`src/rtl/firebird7_in_gate1_tessent_tdr_w19_2_if.sv`:
```
// IJTAG segment bundle for the firebird7_in_gate1 data-override TDR.
//   master : IJTAG network side (drives sel/ce/se/ue/si and the observed
//            functional value, receives scan-out and the update-register outputs)
//   slave  : the TDR itself
interface firebird7_in_gate1_tessent_tdr_w19_2_if #(
  parameter int DATA_WIDTH = 19
);
  logic                  ijtag_sel;
  logic                  ijtag_ce;
  logic                  ijtag_se;
  logic                  ijtag_ue;
  logic                  ijtag_si;
  logic                  ijtag_so;
  logic [DATA_WIDTH-1:0] capture_data_in;
  logic                  ijtag_select;
  logic [DATA_WIDTH-1:0] ijtag_data_out;

  modport master (
    output ijtag_sel, ijtag_ce, ijtag_se, ijtag_ue, ijtag_si, capture_data_in,
    input  ijtag_so, ijtag_select, ijtag_data_out
  );

  modport slave (
    input  ijtag_sel, ijtag_ce, ijtag_se, ijtag_ue, ijtag_si, capture_data_in,
    output ijtag_so, ijtag_select, ijtag_data_out
  );
endinterface

```
`src/rtl/firebird7_in_gate1_tessent_tdr_w19_2.sv`:
```
// IJTAG test data register driving the 19-bit data override path of
// firebird7_in_gate1. Scan segment is {select, data[DATA_WIDTH-1:0]}.
// Ports:
//   ijtag_tck   : clock, all state changes on the rising edge
//   ijtag_reset : synchronous active-high reset
//   bus (slave) : sel/ce/se/ue/si, scan-out, captured functional value,
//                 update-register select and data outputs
module firebird7_in_gate1_tessent_tdr_w19_2 #(
  parameter int                    DATA_WIDTH = 19,
  parameter logic [DATA_WIDTH-1:0] DATA_RESET = '0
) (
  input  logic                                          ijtag_tck,
  input  logic                                          ijtag_reset,
  firebird7_in_gate1_tessent_tdr_w19_2_if.slave         bus
);

  logic [DATA_WIDTH:0]   sr_q, sr_d;
  logic                  upd_sel_q, upd_sel_d;
  logic [DATA_WIDTH-1:0] upd_data_q, upd_data_d;

  logic do_shift, do_capture, do_update;

  assign do_shift   = bus.ijtag_sel & bus.ijtag_se;
  assign do_capture = bus.ijtag_sel & bus.ijtag_ce & ~bus.ijtag_se;
  assign do_update  = bus.ijtag_sel & bus.ijtag_ue;

  always_comb begin
    sr_d       = sr_q;
    upd_sel_d  = upd_sel_q;
    upd_data_d = upd_data_q;
    if (do_shift) begin
      sr_d = {bus.ijtag_si, sr_q[DATA_WIDTH:1]};
    end else if (do_capture) begin
      // select field reads back the live override state
      sr_d = {upd_sel_q, bus.capture_data_in};
    end
    // update samples the pre-edge shift register, even while shifting
    if (do_update) begin
      {upd_sel_d, upd_data_d} = sr_q;
    end
  end

  always_ff @(posedge ijtag_tck) begin
    if (ijtag_reset) begin
      sr_q       <= '0;
      upd_sel_q  <= 1'b0;
      upd_data_q <= DATA_RESET;
    end else begin
      sr_q       <= sr_d;
      upd_sel_q  <= upd_sel_d;
      upd_data_q <= upd_data_d;
    end
  end

  assign bus.ijtag_so       = sr_q[0];
  assign bus.ijtag_select   = upd_sel_q;
  assign bus.ijtag_data_out = upd_data_q;

endmodule

```
`src/flat_wrapper.sv`:
```
// flat-port wrapper written by rule: the top's interface ports become plain ports
module firebird7_in_gate1_tessent_tdr_w19_2_flat 
#(
  parameter int                    DATA_WIDTH = 19,
  parameter logic [DATA_WIDTH-1:0] DATA_RESET = '0
)
  (ijtag_tck, ijtag_reset, bus_ijtag_sel, bus_ijtag_ce, bus_ijtag_se, bus_ijtag_ue, bus_ijtag_si, bus_capture_data_in, bus_ijtag_so, bus_ijtag_select, bus_ijtag_data_out);
  firebird7_in_gate1_tessent_tdr_w19_2_if #(.DATA_WIDTH(DATA_WIDTH)) bus_i ();
  input  logic ijtag_tck;
  input  logic ijtag_reset;
  input wire logic [$bits(bus_i.ijtag_sel)-1:0] bus_ijtag_sel;
  input wire logic [$bits(bus_i.ijtag_ce)-1:0] bus_ijtag_ce;
  input wire logic [$bits(bus_i.ijtag_se)-1:0] bus_ijtag_se;
  input wire logic [$bits(bus_i.ijtag_ue)-1:0] bus_ijtag_ue;
  input wire logic [$bits(bus_i.ijtag_si)-1:0] bus_ijtag_si;
  input wire logic [$bits(bus_i.capture_data_in)-1:0] bus_capture_data_in;
  output wire logic [$bits(bus_i.ijtag_so)-1:0] bus_ijtag_so;
  output wire logic [$bits(bus_i.ijtag_select)-1:0] bus_ijtag_select;
  output wire logic [$bits(bus_i.ijtag_data_out)-1:0] bus_ijtag_data_out;
  assign bus_i.ijtag_sel = bus_ijtag_sel;
  assign bus_i.ijtag_ce = bus_ijtag_ce;
  assign bus_i.ijtag_se = bus_ijtag_se;
  assign bus_i.ijtag_ue = bus_ijtag_ue;
  assign bus_i.ijtag_si = bus_ijtag_si;
  assign bus_i.capture_data_in = bus_capture_data_in;
  assign bus_ijtag_so = bus_i.ijtag_so;
  assign bus_ijtag_select = bus_i.ijtag_select;
  assign bus_ijtag_data_out = bus_i.ijtag_data_out;
  firebird7_in_gate1_tessent_tdr_w19_2 #(.DATA_WIDTH(DATA_WIDTH), .DATA_RESET(DATA_RESET)) u_core (.ijtag_tck(ijtag_tck), .ijtag_reset(ijtag_reset), .bus(bus_i));
endmodule
```
`config.mk`:
```
export PLATFORM = sky130hd
export DESIGN_NAME = firebird7_in_gate1_tessent_tdr_w19_2_flat
export DESIGN_NICKNAME = d
export VERILOG_FILES = /design/src/rtl/firebird7_in_gate1_tessent_tdr_w19_2_if.sv /design/src/rtl/firebird7_in_gate1_tessent_tdr_w19_2.sv /design/src/flat_wrapper.sv
export SDC_FILE = /design/constraint.sdc
export NUM_CORES = 1
export LEC_CHECK = 0
export ABC_AREA = 1
export CELL_PAD_IN_SITES_DETAIL_PLACEMENT = 2
export CELL_PAD_IN_SITES_GLOBAL_PLACEMENT = 2
export CORE_MARGIN = 2
export CORE_UTILIZATION = 26
export CTS_BUF_LIST = sky130_fd_sc_hd__clkbuf_8
export DETAILED_ROUTE_END_ITERATION = 7
export PLACE_DENSITY_LB_ADDON = 0.05
export SYNTH_ARGS = -nofsm -noshare
export SYNTH_HDL_FRONTEND = slang
export SYNTH_SLANG_ARGS = --single-unit
```
`constraint.sdc`:
```
create_clock -name ijtag_tck -period 0.95 [get_ports ijtag_tck]
set_input_delay 0.095 -clock ijtag_tck [delete_from_list [all_inputs] [get_ports ijtag_tck]]
set_output_delay 0.095 -clock ijtag_tck [all_outputs]
set_load 0.02 [all_outputs]
```
======== Word level (Yosys, flattened, before mapping) ========
Index checks and enable logic that the tools add are counted.
Widths: inputs -> output; s select.
operators by class
  add/sub/neg operators ................... 0
  multiply operators ...................... 0
  div/mod/pow operators ................... 0
  magnitude comparators ................... 0
  equal/unequal tests ..................... 0
  shift-type cells ........................ 0
  muxes and demuxes ....................... 2
  bitwise gates (word level) .............. 5
  reduce and logical (&&, ||, !) cells .... 1
operator list
  operator           number
  $mux 20            2
  $and 1x1->1        4
  $reduce_bool 2->1  1
  $not 1->1          1
storage, ports and cells
  register bits ........................... 40
  bits in latches ......................... 0
  memory bits (writable) .................. 0
  ROM bits ................................ 0
  input bits .............................. 26
  output and inout port bits .............. 21
  word-level logic and storage cells ...... 11
  memories ................................ 0

======== Longest topological paths before layout ========
  word-level depth ........................ 4
  mapped depth ............................ 7
  depth with buffers taken out ............ 6

======== Worst setup path after synthesis ========
Ideal clock, no wire load.
  kind .................................... register to register
  start point ............................. register u_core.upd_sel_q, in the netlist u_core.bus.ijtag_select
  end point ............................... register u_core.sr_q[19]
  setup time .............................. 0.064 ns
  arrival time ............................ 0.727 ns
  required time ........................... 0.886 ns
  path slack .............................. 0.159 ns
  cell stages (with the launch flop) ...... 7
  buffers on the path ..................... 0
  cells stage by stage .................... dfxtp_1 -> inv_1 -> nand2_1 -> nand2_1 -> nand2_1 -> inv_1 -> nor2_1
on the way
  word-level cells in the longest chain between the ends .. 2
ends and longest elaborated chain
  element                 RTL line                                    RTL
  from (decl)             firebird7_in_gate1_tessent_tdr_w19_2.sv:18  logic upd_sel_q, upd_sel_d;
  from (signal assigned)  firebird7_in_gate1_tessent_tdr_w19_2.sv:50  upd_sel_q <= upd_sel_d;
  $mux 20                 firebird7_in_gate1_tessent_tdr_w19_2.sv:33  end else if (do_capture) begin
  $mux 20                 firebird7_in_gate1_tessent_tdr_w19_2.sv:31  if (do_shift) begin
  to (signal assigned)    firebird7_in_gate1_tessent_tdr_w19_2.sv:49  sr_q <= sr_d;
  to (decl)               firebird7_in_gate1_tessent_tdr_w19_2.sv:17  logic [DATA_WIDTH:0] sr_q, sr_d;
No other way between the ends. The select of a mux whose other input is x is not followed.
A chain may end at the register's enable or synchronous reset.

======== Worst setup path after layout ========
  start point ............................. register u_core.upd_data_q[9], in the netlist u_core.bus.ijtag_data_out[9]
  end point ............................... output port bus_ijtag_data_out[9]
RTL lines
  element                 RTL line                                    RTL
  from (decl)             firebird7_in_gate1_tessent_tdr_w19_2.sv:19  logic [DATA_WIDTH-1:0] upd_data_q, upd_data_d;
  from (signal assigned)  firebird7_in_gate1_tessent_tdr_w19_2.sv:51  upd_data_q <= upd_data_d;
  to (decl)               flat_wrapper.sv:19                          output wire logic [$bits(bus_i.ijtag_data_out)-1:0] bus_ijtag_data_out;
No word-level cell between the ends.

==> tab_implementation.tex <==
\begin{tabular}{lr}
\hline
Metric & Value \\
\hline
\multicolumn{2}{l}{\textbf{Detailed routing}} \\
\quad Initial DRT Pass Iterations & 4 \\
\quad Per-cell via count in the routed design & 4.21 \\
\quad Total wire length & 5.97 mm \\
\quad Routed Antenna Nets & 0 \\
\quad First DRT Iteration DRCs & 41 \\
\quad DRC errors left & 0 \\
\quad Detail-routed net length per standard cell & 12.6 um \\
\quad Routed vias & 1,989 \\
\multicolumn{2}{l}{\textbf{Timing}} \\
\quad Number of max-slew violations in the final report & 0 \\
\quad Maximum frequency from static timing analysis & 1110 MHz \\
\quad Remaining max-slew budget at the tightest pin & 87.6\% \\
\quad RSZ-0062 raised after global routing & no \\
\quad Ratio of final minimum period to clock period & 95.1\% \\
\quad Setup-failing EPs final & 0 \\
\quad Slew @ Worst Pin & 186 ps \\
\quad Worst clock skew on the final layout & 3.38 ps \\
\quad Minimum clock period after layout & 903 ps \\
\quad Number of hold-slack violations in the final timing report & 0 \\
\quad Final-layout worst hold slack & 325 ps \\
\multicolumn{2}{l}{\textbf{Pwr}} \\
\quad Overall power consumption & 4.20 mW \\
\quad Leakage power figure & 1.51 nW \\
\quad Power density over cell area & 1580 nW/um2 \\
\quad Worst vdd rail ir drop & 0.000573 V \\
\multicolumn{2}{l}{\textbf{Layout}} \\
\quad Final non-filler cell area & 2660 um2 \\
\quad Register Area & 802 um2 \\
\quad Filler instances & 920 \\
\quad Final core occ & 36.9\% \\
\quad Relative area change from synthesis to final layout & 38.2\% \\
\quad Share of post-route cells with drive strength above 1 & 15.0\% \\
\quad Multi-input logic area & 843 um2 \\
\quad Count of non-filler cells in the finished layout & 473 \\
\quad \# nets final & 399 \\
\quad N\_diodes & 0 \\
\multicolumn{2}{l}{\textbf{GRT}} \\
\quad Pin count of the biggest net entering global routing & 21 \\
\quad Wire length of the first global-routing pass & 10.2 mm \\
\quad Total Routing Usage GR & 15.4\% \\
\quad Initial antenna violation count & 0 \\
\quad GR Overflow Total & 0 \\
\quad Vias in the first global route & 2,089 \\
\multicolumn{2}{l}{\textbf{Floorplanning}} \\
\quad Chip Height & 90.1 um \\
\quad I/O pin cnt & 47 \\
\quad Area of the die & 8120 um2 \\
\quad Starting Density & 26.7\% \\
\quad Core outline area & 7210 um2 \\
\quad Die width & 90.1 um \\
\quad Cell Rows & 31 \\
\multicolumn{2}{l}{\textbf{Critical path}} \\
\quad Gate family responsible for the most delay along the worst path & flip-flops \\
\quad Critical path class & reg -> out \\
\quad Largest driver fanout on the critical path & 2 \\
\quad Arrival time of data at the critical path endpoint & 810 ps \\
\quad Crit path buffers/inverters & 1 \\
\quad Cell at the slowest stage of the critical path & dfxtp\_1 \\
\quad Critical path startpoint category & flip-flop \\
\quad Required time of the critical path & 850 ps \\
\quad Element type at the critical path end & primary output \\
\quad Critical Path Max Stage Delay & 340 ps \\
\quad Cell chain of the critical path & buf\_2 \\
\multicolumn{2}{l}{\textbf{Synthesis}} \\
\quad Synthesized instance count & 322 \\
\quad Number of library cell types mapped by synthesis & 12 \\
\quad Post-synth net total & 348 \\
\quad Sequential area share after synthesis & 41.6\% \\
\quad Cell taking the most area after synthesis & dfxtp\_1 \\
\quad Post-synthesis instance area & 1930 um2 \\
\quad Number of flip-flops and latches in the synthesized netlist & 40 \\
\quad Syn Area/Cell & 5.98 um2 \\
\quad Share of the synthesized area in the top cell type & 41.6\% \\
\quad Main area contributors after synthesis & dfxtp\_1 (42\%), nand2\_1 (20\%), nor2\_1 (11\%) \\
\quad Syn. warnings & 0 \\
\multicolumn{2}{l}{\textbf{Placed design}} \\
\quad Instance area after placement & 2550 um2 \\
\quad Placed cell count & 462 \\
\quad Detailed placer's ending HPWL & 4.09 mm \\
\quad Placer congestion estimate & 0.720 \\
\quad IO buf count & 46 \\
\multicolumn{2}{l}{\textbf{Clock tree}} \\
\quad Worst-path clk slew & 80 ps \\
\quad Total CTS buffers & 5 \\
\quad Clock insertion delay at the later pin of the skew report & 290 ps \\
\quad Clock sink count & 40 \\
\quad Count of hold buffers inserted by post-cts repair & 0 \\
\quad Clock tree root buffer cell & clkbuf\_8 \\
\quad CTS max path bufs & 2 \\
\quad Clock tree from TritonCTS & yes \\
\quad H-tree lvl count & 2 \\
\multicolumn{2}{l}{\textbf{Run}} \\
\quad Count of maximum capacitance violations & 0 \\
\multicolumn{2}{l}{\textbf{Run status}} \\
\quad Outcome & finished, final reports clean \\
\multicolumn{2}{l}{\textbf{Worst hold path}} \\
\quad Hold crit path type & in -> reg \\
\hline
\end{tabular}
Yosys cell counts, drive strengths merged:
library cell / count
nand3b: 1
nand2: 104
inv: 62
buf: 9
nand3: 19
dfxtp: 40
o21ai: 20
a21oi: 1
nor2: 58
clkbuf: 8
layout make-up:
type | count | area share [%]
Clock buffer | 5 | 2.58
Clock inverter | 3 | 1.46
Inverter | 62 | 8.83
Multi-Input combinational cell | 203 | 31.7
Sequential cell | 40 | 30.1
Tap cell | 99 | 4.65
Timing Repair Buffer | 61 | 20.7
path summary, 6_finish.rpt:
path                                                   start                      endpoint  slack (ps)  depth (start not counted)
worst max-delay path            u_core.bus.ijtag_data_out[9]         bus_ijtag_data_out[9]          50                          1
worst max register to register                u_core.sr_q[0]                u_core.sr_q[0]         110                          4
worst min register to register  u_core.bus.ijtag_data_out[7]  u_core.bus.ijtag_data_out[7]         480                          2
worst min-delay path                            bus_ijtag_ue       u_core.bus.ijtag_select         330                          4
cell families (layout without fill, tap and decap cells):
family / after synthesis / in the layout / synth area share, %
buf+inv: 79 / 131 / 16.1
flops: 40 / 40 / 41.6
simple gates: 182 / 182 / 36.9
compound gates: 21 / 21 / 5.45
where the power goes:
part | internal, mW | switching, mW | total, mW
combinational | 0.401 | 0.527 | 0.929
sequential | 1.81 | 0.0758 | 1.88
clock | 0.770 | 0.622 | 1.39
total | 2.98 | 1.23 | 4.20
metrics by stage:
stage	setup WS, ps	TNS [ps]
6_report	46.6	0
5_1_grt	8.22	0
4_1_cts	11.3	0
3_5_place_dp	-439	-16380
3_3_place_gp	-382	-15370
2_1_floorplan	159	0
cell usage in the layout, fill, tap and decap left out:
cell type	instances
nand3b_1	1
clkdlybuf4s50_1	22
inv_4	1
bufinv_16	1
inv_1	57
dfxtp_1	39
nor2_1	58
inv_2	5
buf_6	4
buf_4	9
clkinv_2	1
buf_12	2
a21oi_1	1
buf_2	19
dfxtp_2	1
buf_16	1
dlygate4sd2_1	2
nand3_1	19
clkbuf_8	5
clkbuf_16	1
dlymetal6s2s_1	1
o21ai_2	2
nand2_2	2
o21ai_0	11
nand2_4	2
o21ai_1	7
nand2_1	100
state kept, by name, summed over array words and instances, names as in the netlist:
register	flops
u_core.bus.ijtag_select	1
u_core.sr_q	20
u_core.bus.ijtag_data_out	19
routing by layer:
layer	routed length [um]	vias to the layer above	global-route usage (%)	share of wire, %
met5	0	-	0	0
met4	33	0	4.23	0.55
met3	246	2	2.35	4.1
met2	2540	50	25.0	42
met1	3160	901	21.3	53
li1	-	1036	-	-
repair_timing:
action | in CTS | in global routing
resized for setup | 101 | 14
setup buffers | 0 | 0
pin swaps | 1 | 2
cloned | 1 | 2
setup endpoints to repair | 60 | 26
Power figures use the tool's default switching activity.
